<file path="config.mk">
export PLATFORM = sky130hd
export DESIGN_NAME = lsu_mem_stage
export DESIGN_NICKNAME = d
export VERILOG_FILES = /design/src/rtl/lsu_mem_stage.sv
export SDC_FILE = /design/constraint.sdc
export NUM_CORES = 1
export LEC_CHECK = 0
export ABC_AREA = 1
export CAP_MARGIN = 10
export CORE_ASPECT_RATIO = 1.75
export CORE_MARGIN = 10
export CORE_UTILIZATION = 45
export CTS_CLUSTER_DIAMETER = 30
export DETAILED_ROUTE_END_ITERATION = 10
export GPL_ROUTABILITY_DRIVEN = 0
export PLACE_DENSITY = 0.77
export SETUP_SLACK_MARGIN = 0.5
export SLEW_MARGIN = 20
export SYNTH_ARGS = -nofsm -noshare
export SYNTH_HDL_FRONTEND = slang
export SYNTH_SLANG_ARGS = --single-unit
</file>
<file path="constraint.sdc">
create_clock -name i_clk -period 2.8 [get_ports i_clk]
set_input_delay 0.56 -clock i_clk [delete_from_list [all_inputs] [get_ports i_clk]]
set_output_delay 0.56 -clock i_clk [all_outputs]
set_load 0.05 [all_outputs]
</file>
<file path="src/rtl/lsu_mem_stage.sv">
// ----------------------------------------------------------------------------
// lsu_mem_stage
//   Memory stage that sits directly after the execute-stage ALU of an
//   RV32I_Zicsr pipeline. The ALU result is used as the effective address
//   and rs2 as store data. Each accepted instruction performs at most one
//   data-memory transaction. The stage returns sign- or zero-extended load
//   data, or the unchanged ALU result, to writeback. Execute is stalled
//   (ow_ready low) while a transaction is outstanding. Misaligned accesses,
//   illegal widths and bus timeouts are reported as one-cycle fault pulses.
//
// Ports
//   i_clk, i_rst_n        clock, asynchronous active-low reset
//   i_valid / ow_ready    execute handshake (ow_ready is high only in IDLE)
//   i_result, i_rs2       ALU result (address or wb value), store data
//   i_funct3, i_opcode    access width/sign, instruction class
//   i_rd_addr             destination register
//   or_mem_*              bus request: req, we, word address, wdata, wstrb
//   i_mem_ack/i_mem_rdata bus completion and read word
//   or_wb_*               one-cycle writeback pulse with rd and data
//   or_fault*             one-cycle fault pulse: cause and faulting address
//                         (01 misaligned, 10 illegal width, 11 bus timeout)
// ----------------------------------------------------------------------------
module lsu_mem_stage #(
    parameter int XLEN    = 32,
    parameter int TIMEOUT = 16,
    parameter int TW      = 5
) (
    input  logic            i_clk,
    input  logic            i_rst_n,
    input  logic            i_valid,
    output logic            ow_ready,
    input  logic [XLEN-1:0] i_result,
    input  logic [XLEN-1:0] i_rs2,
    input  logic [2:0]      i_funct3,
    input  logic [6:0]      i_opcode,
    input  logic [4:0]      i_rd_addr,
    output logic            or_mem_req,
    output logic            or_mem_we,
    output logic [XLEN-1:0] or_mem_addr,
    output logic [XLEN-1:0] or_mem_wdata,
    output logic [3:0]      or_mem_wstrb,
    input  logic            i_mem_ack,
    input  logic [XLEN-1:0] i_mem_rdata,
    output logic            or_wb_valid,
    output logic [4:0]      or_wb_rd_addr,
    output logic [XLEN-1:0] or_wb_data,
    output logic            or_fault,
    output logic [1:0]      or_fault_cause,
    output logic [XLEN-1:0] or_fault_addr
);

    localparam logic [6:0] OP_LOAD  = 7'b0000011;
    localparam logic [6:0] OP_STORE = 7'b0100011;

    localparam logic [1:0] CAUSE_MISALIGN = 2'b01;
    localparam logic [1:0] CAUSE_ILLEGAL  = 2'b10;
    localparam logic [1:0] CAUSE_TIMEOUT  = 2'b11;

    typedef enum logic [1:0] {
        S_IDLE = 2'b00,
        S_BUS  = 2'b01,
        S_RESP = 2'b10
    } state_t;

    // Byte strobes for a store; funct3[1:0] selects B/H/W.
    function automatic logic [3:0] f_wstrb(input logic [2:0] f3, input logic [1:0] off);
        case (f3[1:0])
            2'b00:   f_wstrb = 4'b0001 << off;
            2'b01:   f_wstrb = 4'b0011 << off;
            default: f_wstrb = 4'b1111;
        endcase
    endfunction

    // Store data replicated across every lane so the strobes pick the slot.
    function automatic logic [XLEN-1:0] f_wdata(input logic [2:0] f3, input logic [XLEN-1:0] rs2);
        case (f3[1:0])
            2'b00:   f_wdata = {4{rs2[7:0]}};
            2'b01:   f_wdata = {2{rs2[15:0]}};
            default: f_wdata = rs2;
        endcase
    endfunction

    // Pick the addressed lane from the read word and extend it.
    function automatic logic [XLEN-1:0] f_load_ext(input logic [2:0] f3, input logic [1:0] off,
                                                   input logic [XLEN-1:0] rdata);
        logic [7:0]  b;
        logic [15:0] h;
        case (off)
            2'd0:    b = rdata[7:0];
            2'd1:    b = rdata[15:8];
            2'd2:    b = rdata[23:16];
            default: b = rdata[31:24];
        endcase
        h = off[1] ? rdata[31:16] : rdata[15:0];
        case (f3)
            3'b000:  f_load_ext = {{24{b[7]}}, b};
            3'b001:  f_load_ext = {{16{h[15]}}, h};
            3'b100:  f_load_ext = {24'b0, b};
            3'b101:  f_load_ext = {16'b0, h};
            default: f_load_ext = rdata;
        endcase
    endfunction

    state_t          r_state;
    state_t          w_state_nxt;
    logic [TW-1:0]   r_cnt;
    logic [TW-1:0]   w_cnt_nxt;
    logic [XLEN-1:0] r_ea;
    logic [XLEN-1:0] w_ea_nxt;
    logic [2:0]      r_funct3;
    logic [2:0]      w_funct3_nxt;
    logic            r_is_load;
    logic            w_is_load_nxt;
    logic [4:0]      r_rd;
    logic [4:0]      w_rd_nxt;

    logic            w_mem_req_nxt;
    logic            w_mem_we_nxt;
    logic [XLEN-1:0] w_mem_addr_nxt;
    logic [XLEN-1:0] w_mem_wdata_nxt;
    logic [3:0]      w_mem_wstrb_nxt;
    logic            w_wb_valid_nxt;
    logic [4:0]      w_wb_rd_nxt;
    logic [XLEN-1:0] w_wb_data_nxt;
    logic            w_fault_nxt;
    logic [1:0]      w_fault_cause_nxt;
    logic [XLEN-1:0] w_fault_addr_nxt;

    logic w_accept;
    logic w_is_load;
    logic w_is_store;
    logic w_illegal;
    logic w_misalign;

    assign ow_ready   = (r_state == S_IDLE);
    assign w_accept   = i_valid && ow_ready;
    assign w_is_load  = (i_opcode == OP_LOAD);
    assign w_is_store = (i_opcode == OP_STORE);

    assign w_illegal = (w_is_load  && (i_funct3 == 3'b011 || i_funct3 == 3'b110 || i_funct3 == 3'b111)) ||
                       (w_is_store && (i_funct3[2] || i_funct3 == 3'b011));

    // Only evaluated once illegal widths are excluded, so [1:0]==10 means W.
    assign w_misalign = (i_funct3[1:0] == 2'b01 && i_result[0]) ||
                        (i_funct3[1:0] == 2'b10 && i_result[1:0] != 2'b00);

    always_comb begin
        w_state_nxt       = r_state;
        w_cnt_nxt         = r_cnt;
        w_ea_nxt          = r_ea;
        w_funct3_nxt      = r_funct3;
        w_is_load_nxt     = r_is_load;
        w_rd_nxt          = r_rd;
        w_mem_req_nxt     = or_mem_req;
        w_mem_we_nxt      = or_mem_we;
        w_mem_addr_nxt    = or_mem_addr;
        w_mem_wdata_nxt   = or_mem_wdata;
        w_mem_wstrb_nxt   = or_mem_wstrb;
        w_wb_valid_nxt    = 1'b0;
        w_wb_rd_nxt       = or_wb_rd_addr;
        w_wb_data_nxt     = or_wb_data;
        w_fault_nxt       = 1'b0;
        w_fault_cause_nxt = or_fault_cause;
        w_fault_addr_nxt  = or_fault_addr;

        case (r_state)
            S_IDLE: begin
                if (w_accept) begin
                    if (!w_is_load && !w_is_store) begin
                        w_wb_valid_nxt = 1'b1;
                        w_wb_data_nxt  = i_result;
                        w_wb_rd_nxt    = i_rd_addr;
                    end else if (w_illegal) begin
                        w_fault_nxt       = 1'b1;
                        w_fault_cause_nxt = CAUSE_ILLEGAL;
                        w_fault_addr_nxt  = i_result;
                    end else if (w_misalign) begin
                        w_fault_nxt       = 1'b1;
                        w_fault_cause_nxt = CAUSE_MISALIGN;
                        w_fault_addr_nxt  = i_result;
                    end else begin
                        w_ea_nxt        = i_result;
                        w_funct3_nxt    = i_funct3;
                        w_is_load_nxt   = w_is_load;
                        w_rd_nxt        = i_rd_addr;
                        w_cnt_nxt       = '0;
                        w_mem_req_nxt   = 1'b1;
                        w_mem_we_nxt    = w_is_store;
                        w_mem_addr_nxt  = {i_result[XLEN-1:2], 2'b00};
                        w_mem_wdata_nxt = w_is_store ? f_wdata(i_funct3, i_rs2) : '0;
                        w_mem_wstrb_nxt = w_is_store ? f_wstrb(i_funct3, i_result[1:0]) : 4'b0000;
                        w_state_nxt     = S_BUS;
                    end
                end
            end
            S_BUS: begin
                // Ack is tested first so it wins over a simultaneous timeout.
                if (i_mem_ack) begin
                    w_mem_req_nxt   = 1'b0;
                    w_mem_we_nxt    = 1'b0;
                    w_mem_wstrb_nxt = 4'b0000;
                    w_cnt_nxt       = '0;
                    if (r_is_load) begin
                        w_wb_data_nxt = f_load_ext(r_funct3, r_ea[1:0], i_mem_rdata);
                    end
                    w_state_nxt = S_RESP;
                end else if (r_cnt == TW'(TIMEOUT - 1)) begin
                    w_mem_req_nxt     = 1'b0;
                    w_mem_we_nxt      = 1'b0;
                    w_mem_wstrb_nxt   = 4'b0000;
                    w_cnt_nxt         = '0;
                    w_fault_nxt       = 1'b1;
                    w_fault_cause_nxt = CAUSE_TIMEOUT;
                    w_fault_addr_nxt  = r_ea;
                    w_state_nxt       = S_IDLE;
                end else begin
                    w_cnt_nxt = r_cnt + TW'(1);
                end
            end
            S_RESP: begin
                w_wb_valid_nxt = r_is_load;
                w_wb_rd_nxt    = r_rd;
                w_state_nxt    = S_IDLE;
            end
            default: begin
                w_state_nxt = S_IDLE;
            end
        endcase
    end

    always_ff @(posedge i_clk or negedge i_rst_n) begin
        if (!i_rst_n) begin
            r_state        <= S_IDLE;
            r_cnt          <= '0;
            r_ea           <= '0;
            r_funct3       <= '0;
            r_is_load      <= 1'b0;
            r_rd           <= '0;
            or_mem_req     <= 1'b0;
            or_mem_we      <= 1'b0;
            or_mem_addr    <= '0;
            or_mem_wdata   <= '0;
            or_mem_wstrb   <= '0;
            or_wb_valid    <= 1'b0;
            or_wb_rd_addr  <= '0;
            or_wb_data     <= '0;
            or_fault       <= 1'b0;
            or_fault_cause <= '0;
            or_fault_addr  <= '0;
        end else begin
            r_state        <= w_state_nxt;
            r_cnt          <= w_cnt_nxt;
            r_ea           <= w_ea_nxt;
            r_funct3       <= w_funct3_nxt;
            r_is_load      <= w_is_load_nxt;
            r_rd           <= w_rd_nxt;
            or_mem_req     <= w_mem_req_nxt;
            or_mem_we      <= w_mem_we_nxt;
            or_mem_addr    <= w_mem_addr_nxt;
            or_mem_wdata   <= w_mem_wdata_nxt;
            or_mem_wstrb   <= w_mem_wstrb_nxt;
            or_wb_valid    <= w_wb_valid_nxt;
            or_wb_rd_addr  <= w_wb_rd_nxt;
            or_wb_data     <= w_wb_data_nxt;
            or_fault       <= w_fault_nxt;
            or_fault_cause <= w_fault_cause_nxt;
            or_fault_addr  <= w_fault_addr_nxt;
        end
    end

endmodule
</file>
==> results.md <==
- The number of vias per cell after detailed routing is 5.15.
- At the end of the flow the core is filled with cells to 0.621.
- The flow ran to the end, and the final reports show no timing, DRC or antenna violations.
- The number of gates resized after CTS was 3.
- The required time at the endpoint of the critical path is 2.24 ns.
- The delay of the slowest critical-path stage is between 0.8 and 0.9 ns.
- The pin count of the biggest net entering global routing is 78.
- The beginning of the worst register-to-register path is r_state[0]$_DFFE_PN0P_.
- The global-route usage over all layers is 0.221.
- The post-route clock skew is about 0.015 ns.
- The worst reg2reg path depth is 7.
- The number of max-cap violations is 0.
- The critical path's top delay family is buffers and inverters.
- The placement-stage worst setup slack is between 0.3 and 0.4 ns.
- The worst setup path is captured at an output pin.
- The filler cells instantiated in the layout total 1705.
- Yosys mapped a number of flops with a built-in enable equal to 0.
- The number of pins exceeding their max-slew limit in the final report is 0.
- The top cell type's share of synthesized area is 0.463.
- The synthesized instance count is about 1100.
- Measured along the x axis, the die boundary spans about 120 um.
- The classification of the worst setup path is flop to output pin.
- The relative slew slack is 0.338.
- Detailed placement finished with a half-perimeter wire length of approximately 22000 um.
- The initial antenna violation count is 3.
- The layout cell share with drive strength beyond 1 is 0.0856.
- Synthesis inferred roughly 160 register bits.
- In this run the count of I/O pins placed on the die edge is 259.
- The post-route clock period utilization is 0.805.
- The area added between synthesis and finish is 35.0%.
- The number of buffers inserted by hold repair at cts is 0.
- During placement, the flow inserted port buffers numbering between 200 and 300.
- The final critical-path required period is roughly 2.3 ns.
- The maximum net fanout on the critical path is 2.
- For this design the static power due to leakage is around 5.3 nW.
- The finished layout holds around 1600 standard cells, fillers aside.
- The power per unit of standard cell area is around 600 nW/um^2.
- The worst-case register-to-register setup slack is ~0.84 ns.
- A synthesized cell averages between 7 and 8 um^2.
- Once detail routing completed, the nets flagged for antenna violations numbered 0.
- The post-placement cell count is 1538.
- Walking the worst path, the cells encountered are clkdlybuf4s50_1.
- The area of the core is 18700 um^2.
- In this run, the number of DRC markers left after iteration 0 of detailed routing was between 500 and 600.
- The H-tree level count is 4.
- Yosys printed 0 warnings.
- The wire length of the first global-routing pass is between 40000 and 50000 um.
- The worst register-to-register path ends at or_wb_data[0]$_DFFE_PN0P_.
- For the worst setup path, the data arrival time is 1.70 ns.
- The minimum setup slack in the final design is 0.545 ns.
- Static timing analysis puts the maximum clock frequency at about 440 MHz.
- The share of synthesized registers carrying an async set or reset is 1.00.
- After detailed routing, the average wire length per cell comes to 18.0 um.
- The final net count is approximately 1400.
- For this run, design rule violations remaining after detail routing come to 0.
- The total of endpoints with negative setup slack in the final report is 0.
- The root buffer cell chosen for the clock tree is sky130_fd_sc_hd__clkbuf_16.
- The number of clock buffers added by TritonCTS is 17.
- The type of origin of the critical path is a flop.
- At the pin with the least slew margin, the transition time is 0.990 ns.
- Post-CTS timing repair inserted 0 buffers for setup.
- The maximum root-to-sink buffer count is 2.
- The post-synth design cell area is approximately 8600 um^2.
- For this run, the leading register cell type out of synthesis is sky130_fd_sc_hd__dfrtp_1.
- The first-pass iteration count of the detailed router is 5.
- The CTS tree is built.
- Setup repair after global routing left no endpoint under its margin.
- The power consumption is approximately 7.0 mW.
- The sequential element share of the synthesized area is 0.463.
- The initial utilization of the core area, before any placement, comes to 0.460.
- The number of endpoints with negative hold slack in the final report is 0.
- The die covers between 20000 and 30000 um^2.
- On the critical path, the stage with the largest delay is an instance of sky130_fd_sc_hd__clkdlybuf4s50_1.
- The peak supply drop is between 300 and 400 uV.
- The clock reaches the later pin of the worst-skew pair after between 0.4 and 0.5 ns.
- After routing, the total negative slack on setup checks comes to 0 ns.
- The clock slew at the register clock pins of the worst setup and hold paths is roughly 0.070 ns.
- The largest total area in the synthesized netlist belongs to sky130_fd_sc_hd__dfrtp_1.
- The final global-route overflow total is 0.
- Together, buffers and inverters on the worst path number 1.
- By area the synthesized netlist is led by sky130_fd_sc_hd__dfrtp_1, sky130_fd_sc_hd__nand2_1, sky130_fd_sc_hd__nor2_1, sky130_fd_sc_hd__nand3_1, sky130_fd_sc_hd__o21ai_0.
- The class of the tightest hold or removal check is input pin to async pin.
- In this run the core area contains between 60 and 70 standard-cell rows.
- The via count of the routed design is between 8000 and 9000.
- The number of different library cells used by synthesis comes to 35.
- The die is 203 um tall.
- In the final layout, flip-flops and latches occupy 3980 um^2.
- Clock tree synthesis found a total of about 160 sinks.
- The multi-input gate area in the final layout is 3700 um^2.
- The via count of the first global-routing pass is just over 8000.
- The routed wire length is ~28000 um.
-- worst max path at each step --
stage | startpoint | end | slack, ns | cells past startpoint
CTS | r_state[1]$_DFFE_PN0P_ | ow_ready | 0.53 | 2
global placement | i_opcode[1] | or_mem_wdata[1]$_DFFE_PN0P_ | 0.44 | 9
detailed placement | i_funct3[0] | or_mem_wdata[31]$_DFFE_PN0P_ | 0.34 | 7
finish | or_wb_data[9]$_DFFE_PN0P_ | or_wb_data[9] | 0.54 | 1
global route | or_mem_wdata[26]$_DFFE_PN0P_ | or_mem_wdata[26] | 0.53 | 1
floorplan | r_state[1]$_DFFE_PN0P_ | r_funct3[1]$_DFFE_PN0P_ | 1.14 | 8
-- synthesized netlist by cell type (2+ instances only) --
master                     instances
sky130_fd_sc_hd__nand2_1         347
sky130_fd_sc_hd__inv_1            64
sky130_fd_sc_hd__nand2_8           2
sky130_fd_sc_hd__nand4_1           4
sky130_fd_sc_hd__o21ai_0          79
sky130_fd_sc_hd__a31oi_1           5
sky130_fd_sc_hd__a21oi_2          10
sky130_fd_sc_hd__inv_2             5
sky130_fd_sc_hd__buf_6            15
sky130_fd_sc_hd__o211ai_1          8
sky130_fd_sc_hd__a21oi_1          49
sky130_fd_sc_hd__nor2_8            3
sky130_fd_sc_hd__dfrtp_1         159
sky130_fd_sc_hd__nand3_1          81
sky130_fd_sc_hd__nand2_2           4
sky130_fd_sc_hd__o221ai_1          8
sky130_fd_sc_hd__nor2_2           23
sky130_fd_sc_hd__buf_4            38
sky130_fd_sc_hd__o21ai_1          37
sky130_fd_sc_hd__nor2_1          119
sky130_fd_sc_hd__nand3_2           4
sky130_fd_sc_hd__nor2_4            2
sky130_fd_sc_hd__clkbuf_1         14
sky130_fd_sc_hd__buf_2            28
sky130_fd_sc_hd__or2_2             2
-- state kept, by name, indices dropped and copies added, names as in the netlist --
register	count
or_wb_data	32
or_mem_we	1
or_wb_valid	1
or_mem_wstrb	4
or_fault_cause	2
r_is_load	1
r_cnt	5
r_ea	32
or_fault_addr	32
r_state	2
or_wb_rd_addr	5
r_rd	5
r_funct3	3
or_mem_req	1
or_mem_wdata	32
or_fault	1
-- where the power goes --
group	internal (mW)	switching [mW]	total [mW]
logic	0.680	1.30	1.98
registers	2.51	0.159	2.67
clock network	1.34	1.03	2.37
total	4.53	2.48	7.02
-- logic make-up after synthesis --
logic type / count (synthesis) / share of synthesized area
adders and majority gates: 1 / 0.00146
DFF: 159 / 0.463
AOI/OAI and AO/OA: 198 / 0.128
other: 1 / 0.000437
buffers and inverters: 165 / 0.106
and+or+nand+nor: 595 / 0.300
xor gates and xnor gates: 1 / 0.00102
-- cells in the final DEF (no fill, tap or decap), types with 3 or more instances in the layout --
cell type and n:
sky130_fd_sc_hd__nand3_1 81, sky130_fd_sc_hd__clkbuf_16 17, sky130_fd_sc_hd__nand2_2 4, sky130_fd_sc_hd__nand2_1 347, sky130_fd_sc_hd__clkinvlp_4 3, sky130_fd_sc_hd__nand4_1 4
sky130_fd_sc_hd__clkdlybuf4s50_1 254, sky130_fd_sc_hd__inv_2 5, sky130_fd_sc_hd__buf_4 14, sky130_fd_sc_hd__a21oi_2 10, sky130_fd_sc_hd__o21ai_1 37, sky130_fd_sc_hd__nor2_2 23
sky130_fd_sc_hd__nor2_8 3, sky130_fd_sc_hd__a21oi_1 49, sky130_fd_sc_hd__buf_12 4, sky130_fd_sc_hd__o211ai_1 8, sky130_fd_sc_hd__inv_6 6, sky130_fd_sc_hd__nor2_1 119
sky130_fd_sc_hd__inv_1 64, sky130_fd_sc_hd__o21ai_0 79, sky130_fd_sc_hd__o221ai_1 8, sky130_fd_sc_hd__dfrtp_1 158, sky130_fd_sc_hd__a31oi_1 5, sky130_fd_sc_hd__nand3_2 4
-- final cells by class --
class / instances / share of cell area
Antenna cell: 1 / 0.000216
Clock buffer: 17 / 0.0367
Clock inverter: 15 / 0.0148
Inverter: 70 / 0.0229
Multi-Input combinational cell: 797 / 0.319
Sequential cell: 159 / 0.343
Tap cell: 238 / 0.0257
Timing Repair Buffer: 274 / 0.237
-- through the flow --
step | hold slack [ns] | instance area [um^2]
2_1_floorplan | 0.264 | 8590
4_1_cts | 0.156 | 11600
6_report | 0.139 | 11600
5_1_grt | 0.174 | 11600
3_5_place_dp | 0.457 | 11000
3_3_place_gp | 0.453 | 11000
-- metal layers --
| layer | vias to the layer above | share of wire | global-route usage |
|---|---|---|---|
| li1 | 3962 | - | - |
| met1 | 3798 | 0.36 | 0.228 |
| met2 | 282 | 0.52 | 0.399 |
| met3 | 50 | 0.072 | 0.0673 |
| met4 | 4 | 0.038 | 0.101 |
| met5 | - | 0.0013 | 0 |
(Power assumes the default switching activity.)
